**src/rtl/stride_read_master.sv**
```systemverilog
// Strided AXI burst-read initiator: issues req_num bursts at base + k*stride,
// keeps a bounded number in flight, and checks ID, LAST and address-pattern data per beat.
module stride_read_master #(
    parameter int ADDR_BITS            = 16,
    parameter int BURST_LEN_WIDTH      = 8,
    parameter int TID_WIDTH            = 8,
    parameter int LOG_BLOCK_DATA_BYTES = 0,
    parameter int REQ_CNT_WIDTH        = 8,
    parameter int OUTST_WIDTH          = 3,
    parameter int ERR_CNT_WIDTH        = 8,
    parameter int DATA_WIDTH           = 8 << LOG_BLOCK_DATA_BYTES
) (
    input  logic                       clk,
    input  logic                       resetN,
    input  logic                       start,
    input  logic [ADDR_BITS-1:0]       base_addr,
    input  logic [ADDR_BITS-1:0]       stride,
    input  logic [REQ_CNT_WIDTH-1:0]   req_num,
    input  logic [BURST_LEN_WIDTH-1:0] burst_len,
    input  logic [TID_WIDTH-1:0]       trans_id,
    input  logic [OUTST_WIDTH-1:0]     max_outstanding,
    input  logic                       check_en,
    output logic                       m_ar_valid,
    input  logic                       m_ar_ready,
    output logic [ADDR_BITS-1:0]       m_ar_addr,
    output logic [BURST_LEN_WIDTH-1:0] m_ar_len,
    output logic [TID_WIDTH-1:0]       m_ar_id,
    input  logic                       m_r_valid,
    output logic                       m_r_ready,
    input  logic [DATA_WIDTH-1:0]      m_r_data,
    input  logic                       m_r_last,
    input  logic [TID_WIDTH-1:0]       m_r_id,
    output logic                       busy,
    output logic                       done,
    output logic [ERR_CNT_WIDTH-1:0]   err_cnt
);

    typedef enum logic [1:0] {IDLE = 2'd0, ISSUE = 2'd1, DRAIN = 2'd2, DONE = 2'd3} state_t;

    localparam logic [REQ_CNT_WIDTH-1:0]   REQ_ZERO  = {REQ_CNT_WIDTH{1'b0}};
    localparam logic [REQ_CNT_WIDTH-1:0]   REQ_ONE   = REQ_CNT_WIDTH'(1);
    localparam logic [OUTST_WIDTH-1:0]     OUT_ZERO  = {OUTST_WIDTH{1'b0}};
    localparam logic [OUTST_WIDTH-1:0]     OUT_ONE   = OUTST_WIDTH'(1);
    localparam logic [BURST_LEN_WIDTH-1:0] BEAT_ZERO = {BURST_LEN_WIDTH{1'b0}};
    localparam logic [BURST_LEN_WIDTH-1:0] BEAT_ONE  = BURST_LEN_WIDTH'(1);
    localparam logic [ERR_CNT_WIDTH-1:0]   ERR_ZERO  = {ERR_CNT_WIDTH{1'b0}};
    localparam logic [ERR_CNT_WIDTH-1:0]   ERR_ONE   = ERR_CNT_WIDTH'(1);
    localparam logic [ERR_CNT_WIDTH-1:0]   ERR_MAX   = {ERR_CNT_WIDTH{1'b1}};

    // Expected beat data is the beat address zero-extended or truncated to the bus width.
    function automatic logic [DATA_WIDTH-1:0] addr_pattern(input logic [ADDR_BITS-1:0] addr);
        logic [DATA_WIDTH+ADDR_BITS-1:0] ext;
        ext = {{DATA_WIDTH{1'b0}}, addr};
        return ext[DATA_WIDTH-1:0];
    endfunction

    state_t                     state_r;
    logic [ADDR_BITS-1:0]       stride_r, ar_addr_r, resp_addr_r;
    logic [REQ_CNT_WIDTH-1:0]   req_num_r, issued_r, completed_r;
    logic [BURST_LEN_WIDTH-1:0] len_r, beat_r;
    logic [TID_WIDTH-1:0]       id_r;
    logic [OUTST_WIDTH-1:0]     max_out_r, outstanding_r;
    logic                       check_r, ar_valid_r, r_ready_r, busy_r, done_r;
    logic [ERR_CNT_WIDTH-1:0]   err_cnt_r;

    logic                       ar_fire_s, r_fire_s, stray_s, beat_end_s, close_s, beat_err_s;
    logic [ADDR_BITS-1:0]       beat_addr_s;
    logic [REQ_CNT_WIDTH-1:0]   issued_n_s, completed_n_s;
    logic [OUTST_WIDTH-1:0]     out_n_s;

    assign m_ar_valid = ar_valid_r;
    assign m_ar_addr  = ar_addr_r;
    assign m_ar_len   = len_r;
    assign m_ar_id    = id_r;
    assign m_r_ready  = r_ready_r;
    assign busy       = busy_r;
    assign done       = done_r;
    assign err_cnt    = err_cnt_r;

    // Handshake decode, per-beat checks and next-cycle counter values.
    always_comb begin
        ar_fire_s   = ar_valid_r & m_ar_ready;
        r_fire_s    = r_ready_r & m_r_valid;
        stray_s     = r_fire_s & (outstanding_r == OUT_ZERO);
        beat_end_s  = (beat_r == len_r);
        close_s     = r_fire_s & ~stray_s & (m_r_last | beat_end_s);
        beat_addr_s = resp_addr_r + (ADDR_BITS'(beat_r) << LOG_BLOCK_DATA_BYTES);
        beat_err_s  = r_fire_s & (stray_s | (m_r_id != id_r) | (m_r_last != beat_end_s) |
                      (check_r & (m_r_data != addr_pattern(beat_addr_s))));
        issued_n_s    = ar_fire_s ? issued_r + REQ_ONE : issued_r;
        completed_n_s = close_s ? completed_r + REQ_ONE : completed_r;
        case ({ar_fire_s, close_s})
            2'b10:   out_n_s = outstanding_r + OUT_ONE;
            2'b01:   out_n_s = outstanding_r - OUT_ONE;
            default: out_n_s = outstanding_r;
        endcase
    end

    // Run-control FSM with registered AR/R handshake and status outputs.
    always_ff @(posedge clk) begin
        if (!resetN) begin
            state_r       <= IDLE;
            stride_r      <= {ADDR_BITS{1'b0}};
            ar_addr_r     <= {ADDR_BITS{1'b0}};
            resp_addr_r   <= {ADDR_BITS{1'b0}};
            req_num_r     <= REQ_ZERO;
            issued_r      <= REQ_ZERO;
            completed_r   <= REQ_ZERO;
            len_r         <= BEAT_ZERO;
            beat_r        <= BEAT_ZERO;
            id_r          <= {TID_WIDTH{1'b0}};
            max_out_r     <= OUT_ONE;
            outstanding_r <= OUT_ZERO;
            check_r       <= 1'b0;
            ar_valid_r    <= 1'b0;
            r_ready_r     <= 1'b0;
            busy_r        <= 1'b0;
            done_r        <= 1'b0;
            err_cnt_r     <= ERR_ZERO;
        end else begin
            case (state_r)
                IDLE, DONE: begin
                    if (start) begin
                        stride_r      <= stride;
                        ar_addr_r     <= base_addr;
                        resp_addr_r   <= base_addr;
                        req_num_r     <= req_num;
                        len_r         <= burst_len;
                        id_r          <= trans_id;
                        max_out_r     <= (max_outstanding == OUT_ZERO) ? OUT_ONE : max_outstanding;
                        check_r       <= check_en;
                        issued_r      <= REQ_ZERO;
                        completed_r   <= REQ_ZERO;
                        outstanding_r <= OUT_ZERO;
                        beat_r        <= BEAT_ZERO;
                        err_cnt_r     <= ERR_ZERO;
                        if (req_num != REQ_ZERO) begin
                            state_r    <= ISSUE;
                            ar_valid_r <= 1'b1;
                            r_ready_r  <= 1'b1;
                            busy_r     <= 1'b1;
                            done_r     <= 1'b0;
                        end else begin
                            state_r <= DONE;
                            done_r  <= 1'b1;
                        end
                    end
                end
                ISSUE, DRAIN: begin
                    issued_r      <= issued_n_s;
                    completed_r   <= completed_n_s;
                    outstanding_r <= out_n_s;
                    if (ar_fire_s) begin
                        ar_addr_r <= ar_addr_r + stride_r;
                    end
                    // Stray beats (nothing outstanding) are flagged but never advance tracking.
                    if (close_s) begin
                        beat_r      <= BEAT_ZERO;
                        resp_addr_r <= resp_addr_r + stride_r;
                    end else if (r_fire_s && !stray_s) begin
                        beat_r <= beat_r + BEAT_ONE;
                    end
                    if (beat_err_s && (err_cnt_r != ERR_MAX)) begin
                        err_cnt_r <= err_cnt_r + ERR_ONE;
                    end
                    if (state_r == ISSUE) begin
                        if (issued_n_s == req_num_r) begin
                            state_r    <= DRAIN;
                            ar_valid_r <= 1'b0;
                        end else begin
                            ar_valid_r <= (out_n_s < max_out_r);
                        end
                    end else if ((out_n_s == OUT_ZERO) && (completed_n_s == req_num_r)) begin
                        state_r   <= DONE;
                        done_r    <= 1'b1;
                        busy_r    <= 1'b0;
                        r_ready_r <= 1'b0;
                    end
                end
                default: begin
                    state_r <= IDLE;
                end
            endcase
        end
    end

endmodule

```
**config.mk**
```make
export PLATFORM = sky130hd
export DESIGN_NAME = stride_read_master
export DESIGN_NICKNAME = d
export VERILOG_FILES = /design/src/rtl/stride_read_master.sv
export SDC_FILE = /design/constraint.sdc
export NUM_CORES = 1
export LEC_CHECK = 0
export CORE_MARGIN = 2
export CORE_UTILIZATION = 60
export CTS_CLUSTER_DIAMETER = 40
export DETAILED_ROUTE_END_ITERATION = 10
export DONT_BUFFER_PORTS = 1
export GPL_TIMING_DRIVEN = 0
export PLACE_DENSITY_LB_ADDON = 0.2
export RECOVER_POWER = 100
export SYNTH_ARGS = -nofsm -noshare
export SYNTH_HDL_FRONTEND = slang
export SYNTH_SLANG_ARGS = --single-unit
```
**constraint.sdc**
```tcl
create_clock -name clk -period 6.39 [get_ports clk]
set_input_delay 0.9585 -clock clk [delete_from_list [all_inputs] [get_ports clk]]
set_output_delay 0.9585 -clock clk [all_outputs]
set_load 0.01 [all_outputs]
```
==> results <==
- The flow ran to the end, but the final reports show violations.
- The routed design has 20,400 microns of wire.
- By count the netlist is led by 139 x sky130_fd_sc_hd__nand2_1, 108 x sky130_fd_sc_hd__dfxtp_1, 102 x sky130_fd_sc_hd__a21oi_1.
- Relative to the synthesized area, the layout overhead comes to 5.83%.
- The mean area per synthesized cell is 7.80 sq um.
- The total I/O pin count is 126.
- The first global-routing pass estimated 31,800 microns of wire.
- The leakage power is 2.85 nW.
- Setup repair after global routing left no endpoint under its margin.
- The worst path needs 4800 ps of the cycle, external delays included.
- The worst setup path is captured at a flop.
- The cell type with the highest aggregate area in the netlist is sky130_fd_sc_hd__dfxtp_1.
- The via count of the first global-routing pass is 6,275.
- The final setup violation count is 0.
- During synthesis, Yosys emitted a total of 0 warnings.
- Once detail routing completed, the nets flagged for antenna violations numbered 0.
- The sum of negative setup slack is 0 ps.
- The max-slew violation count is 10.
- The die outline height is 109 microns.
- Measured along the x axis, the die boundary spans 109 microns.
- Global routing used 34.7% of the available tracks.
- In this run the worst hold path is classified as flop to flop.
- The clock latency of the later-clocked register in the worst-skew pair is 390 ps.
- The share of the Yosys chip area taken by registers is 32.4%.
- The number of cell rows is 38.
- In the routed design, unresolved DRC markers number 0.
- The async set-or-reset flop fraction in the synthesized netlist is 0%.
- The HPWL reported at the end of detailed placement is 15,300 microns.
- The critical path contains buffers and inverters numbering 2 combined.
- The via count is 6,491.
- The largest vdd supply drop is 0.285 mV.
- Between clock sinks in the finished design, the worst skew comes to 13.4 ps.
- The first TritonRoute pass finished after 7 iterations.
- The number of instances in the synthesized netlist is 856.
- The hold slack is 466 ps.
- The checks that failed: capacitance limit, slew limit.
- The count of routing violations after the opening detailed-route iteration is 529.
- The final global-route overflow total is 0.
- The class of the most critical setup path is flop to flop.
- The critical path goes through xor2_1, nor4_1, nand2_1, ha_1, clkbuf_1, and3b_1, nand2_1, clkinv_1, ha_1, fa_1, xnor2_1, o21ai_0, o2111ai_1, nor4_1, o2111ai_1, or3_1, mux2i_1, o31a_1.
- After floorplanning, the core was sized to cover 0.0108 sq mm.
- The die covers 0.0120 sq mm.
- The relative slew slack is -11.1%.
- For this configuration, the core starts out at a cell density of 61.6%.
- The number of synthesized register bits is 108.
- The reported max-cap violation count is 1.
- The power density over the cells is 425 mW/mm^2.
- Counting the fill cells in the layout gives 938.
- The weighted congestion at the end of routability-driven global placement is 0.948.
- The area of the mapped netlist is 0.00667 sq mm.
- The detailed-route wire length per cell is 20.2 microns.
- In the post-synthesis netlist, the biggest area contributors are sky130_fd_sc_hd__dfxtp_1 32%, sky130_fd_sc_hd__nand2_1 7.8%, sky130_fd_sc_hd__a21oi_1 7.7%, sky130_fd_sc_hd__ha_1 7.5%, sky130_fd_sc_hd__xnor2_1 4.9%.
- The hold buffer count at cts is 0.
- The data arrival time of the critical path is 5080 ps.
- At the pin with the least slew margin, the transition time is 1640 ps.
- The cell at the root of the clock tree is sky130_fd_sc_hd__clkbuf_8.
- For this design, the sink count on the clock tree is 108.
- The prevailing post-synth register cell is sky130_fd_sc_hd__dfxtp_1.
- The number of buffers on the longest clock path is 2.
- The maximum number of pins on one net before global-route repair is 17.
- The clock tree from TritonCTS is done.
- STA classifies the critical path startpoint as a flop.
- Counting every net in the synthesized netlist gives 982.
- The total inserted antenna cells is 0.
- The data required time of the worst path is 6670 ps.
- The worst path uses 75.1% of the clock period.
- The clock input transition at the sequential cells of the worst setup and hold paths is 100 ps.
- Yosys instantiated no cell more often than sky130_fd_sc_hd__nand2_1.
- The synthesized design devotes to its leading area cell type 32.4% of total area.
- The library cell contributing the largest single delay on the critical path is sky130_fd_sc_hd__dfxtp_1.
- The count of distinct cell types in the synthesized netlist is 71.
- Counting the buffers created by CTS gives 9.
- Dividing the detail-routed via count by the number of cells gives 6.42.
- The post-CTS resize count is 0.
- The setup slack of the worst register-to-register path is 1590 ps.
- Along the worst path, the maximum fanout reaches 9.
- The number of hold violations in the final report is 0.
- The number of buffers added for setup after CTS is 0.
- The maximum single-stage delay on the critical path is 500 ps.
- Once layout is complete, the utilization of the core stands at 65.1%.
- The H-tree was split into 3 levels.
- The fraction of layout cells with a size suffix above 1 is 2.41%.
- The highest clock rate is 0.208 GHz.
- In the final design database the tool counted 993 nets.
- The initial antenna violation count was 0.
- The number of enable-type register cells in the synthesized netlist is 0.
- The number of I/O port buffers is 0.
- The critical path's top delay family is simple AND/OR/NAND/NOR gates.
==> stage by stage <==
stage	std cells	area (sq um)	setup slack [ps]	power (W)
6_report	1011	7060	1590	0.00300
3_5_place_dp	996	6850	1820	0.00244
2_1_floorplan	856	6670	2380	0.00200
4_1_cts	1011	7100	1950	0.00298
3_3_place_gp	996	6850	1920	0.00238
5_1_grt	1011	7060	1390	0.00319
==> where the power goes <==
group	internal, W	leakage (nW)	switching, W
clock	0.000297	0.126	0.000242
sequential	0.000812	0.883	0.000197
combinational	0.000496	1.84	0.000957
==> state kept, by name, indices dropped and copies added, names as in the netlist, 8 cells and up <==
register     flops
m_ar_addr       16
req_num_r        8
resp_addr_r      8
completed_r      8
stride_r        16
m_ar_len         8
beat_r           8
err_cnt          8
m_ar_id          8
issued_r         8
==> logic make-up after synthesis <==
kind of cell | after synthesis | share of synthesized area [%]
compound gates | 240 | 22.2
xor+xnor | 73 | 9.79
fa+ha+maj | 44 | 8.70
buf+inv | 63 | 3.62
flops | 108 | 32.4
mux | 10 | 1.52
simple gates | 318 | 21.8
==> worst min-delay path: stages, from the launching register on <==
cell and delay, ps:
sky130_fd_sc_hd__dfxtp_1 330, sky130_fd_sc_hd__nand2_1 50, sky130_fd_sc_hd__a21oi_1 50
==> metal layers <==
metal / vias up / routed length [microns] / GRT usage (%)
met3: 58 / 1780 / 7.41
li1: 3055 / - / -
met4: 0 / 626 / 13.8
met1: 3081 / 8160 / 42.1
met5: - / 0 / 0
met2: 297 / 9870 / 59.6
==> layout make-up <==
class / instances / area (sq um) / share of cell area [%]
Buffer: 38 / 143 / 2.02
Clock buffer: 10 / 128 / 1.81
Clock inverter: 5 / 125 / 1.77
Inverter: 25 / 93.8 / 1.33
Multi-Input combinational cell: 685 / 4240 / 60.0
Sequential cell: 108 / 2160 / 30.6
Tap cell: 140 / 175 / 2.48
==> final timing paths <==
kind,end,cells past startpoint,startpoint
setup / recovery,state_r[0],18,beat_r[3]
hold / removal,max_out_r[2],2,max_out_r[2]
setup reg to reg,state_r[0],18,beat_r[3]
hold reg to reg,max_out_r[2],2,max_out_r[2]
==> cell usage in the layout (no fill, tap or decap), types with 8 or more instances in the layout <==
cell	netlist	final
sky130_fd_sc_hd__xnor2_1	37	37
sky130_fd_sc_hd__nand3_1	26	26
sky130_fd_sc_hd__mux2i_1	9	9
sky130_fd_sc_hd__a211oi_1	8	8
sky130_fd_sc_hd__inv_1	21	21
sky130_fd_sc_hd__clkbuf_8	0	9
sky130_fd_sc_hd__or3_1	11	11
sky130_fd_sc_hd__ha_1	40	40
sky130_fd_sc_hd__nor3_1	16	17
sky130_fd_sc_hd__nor2_1	70	70
sky130_fd_sc_hd__clkbuf_1	30	39
sky130_fd_sc_hd__a21o_1	10	10
sky130_fd_sc_hd__o21ai_0	49	50
sky130_fd_sc_hd__nand2_1	139	140
sky130_fd_sc_hd__and3_1	10	10
sky130_fd_sc_hd__dfxtp_1	108	108
sky130_fd_sc_hd__xor2_1	35	35
sky130_fd_sc_hd__a21oi_1	102	102
(Power assumes the default switching activity.)
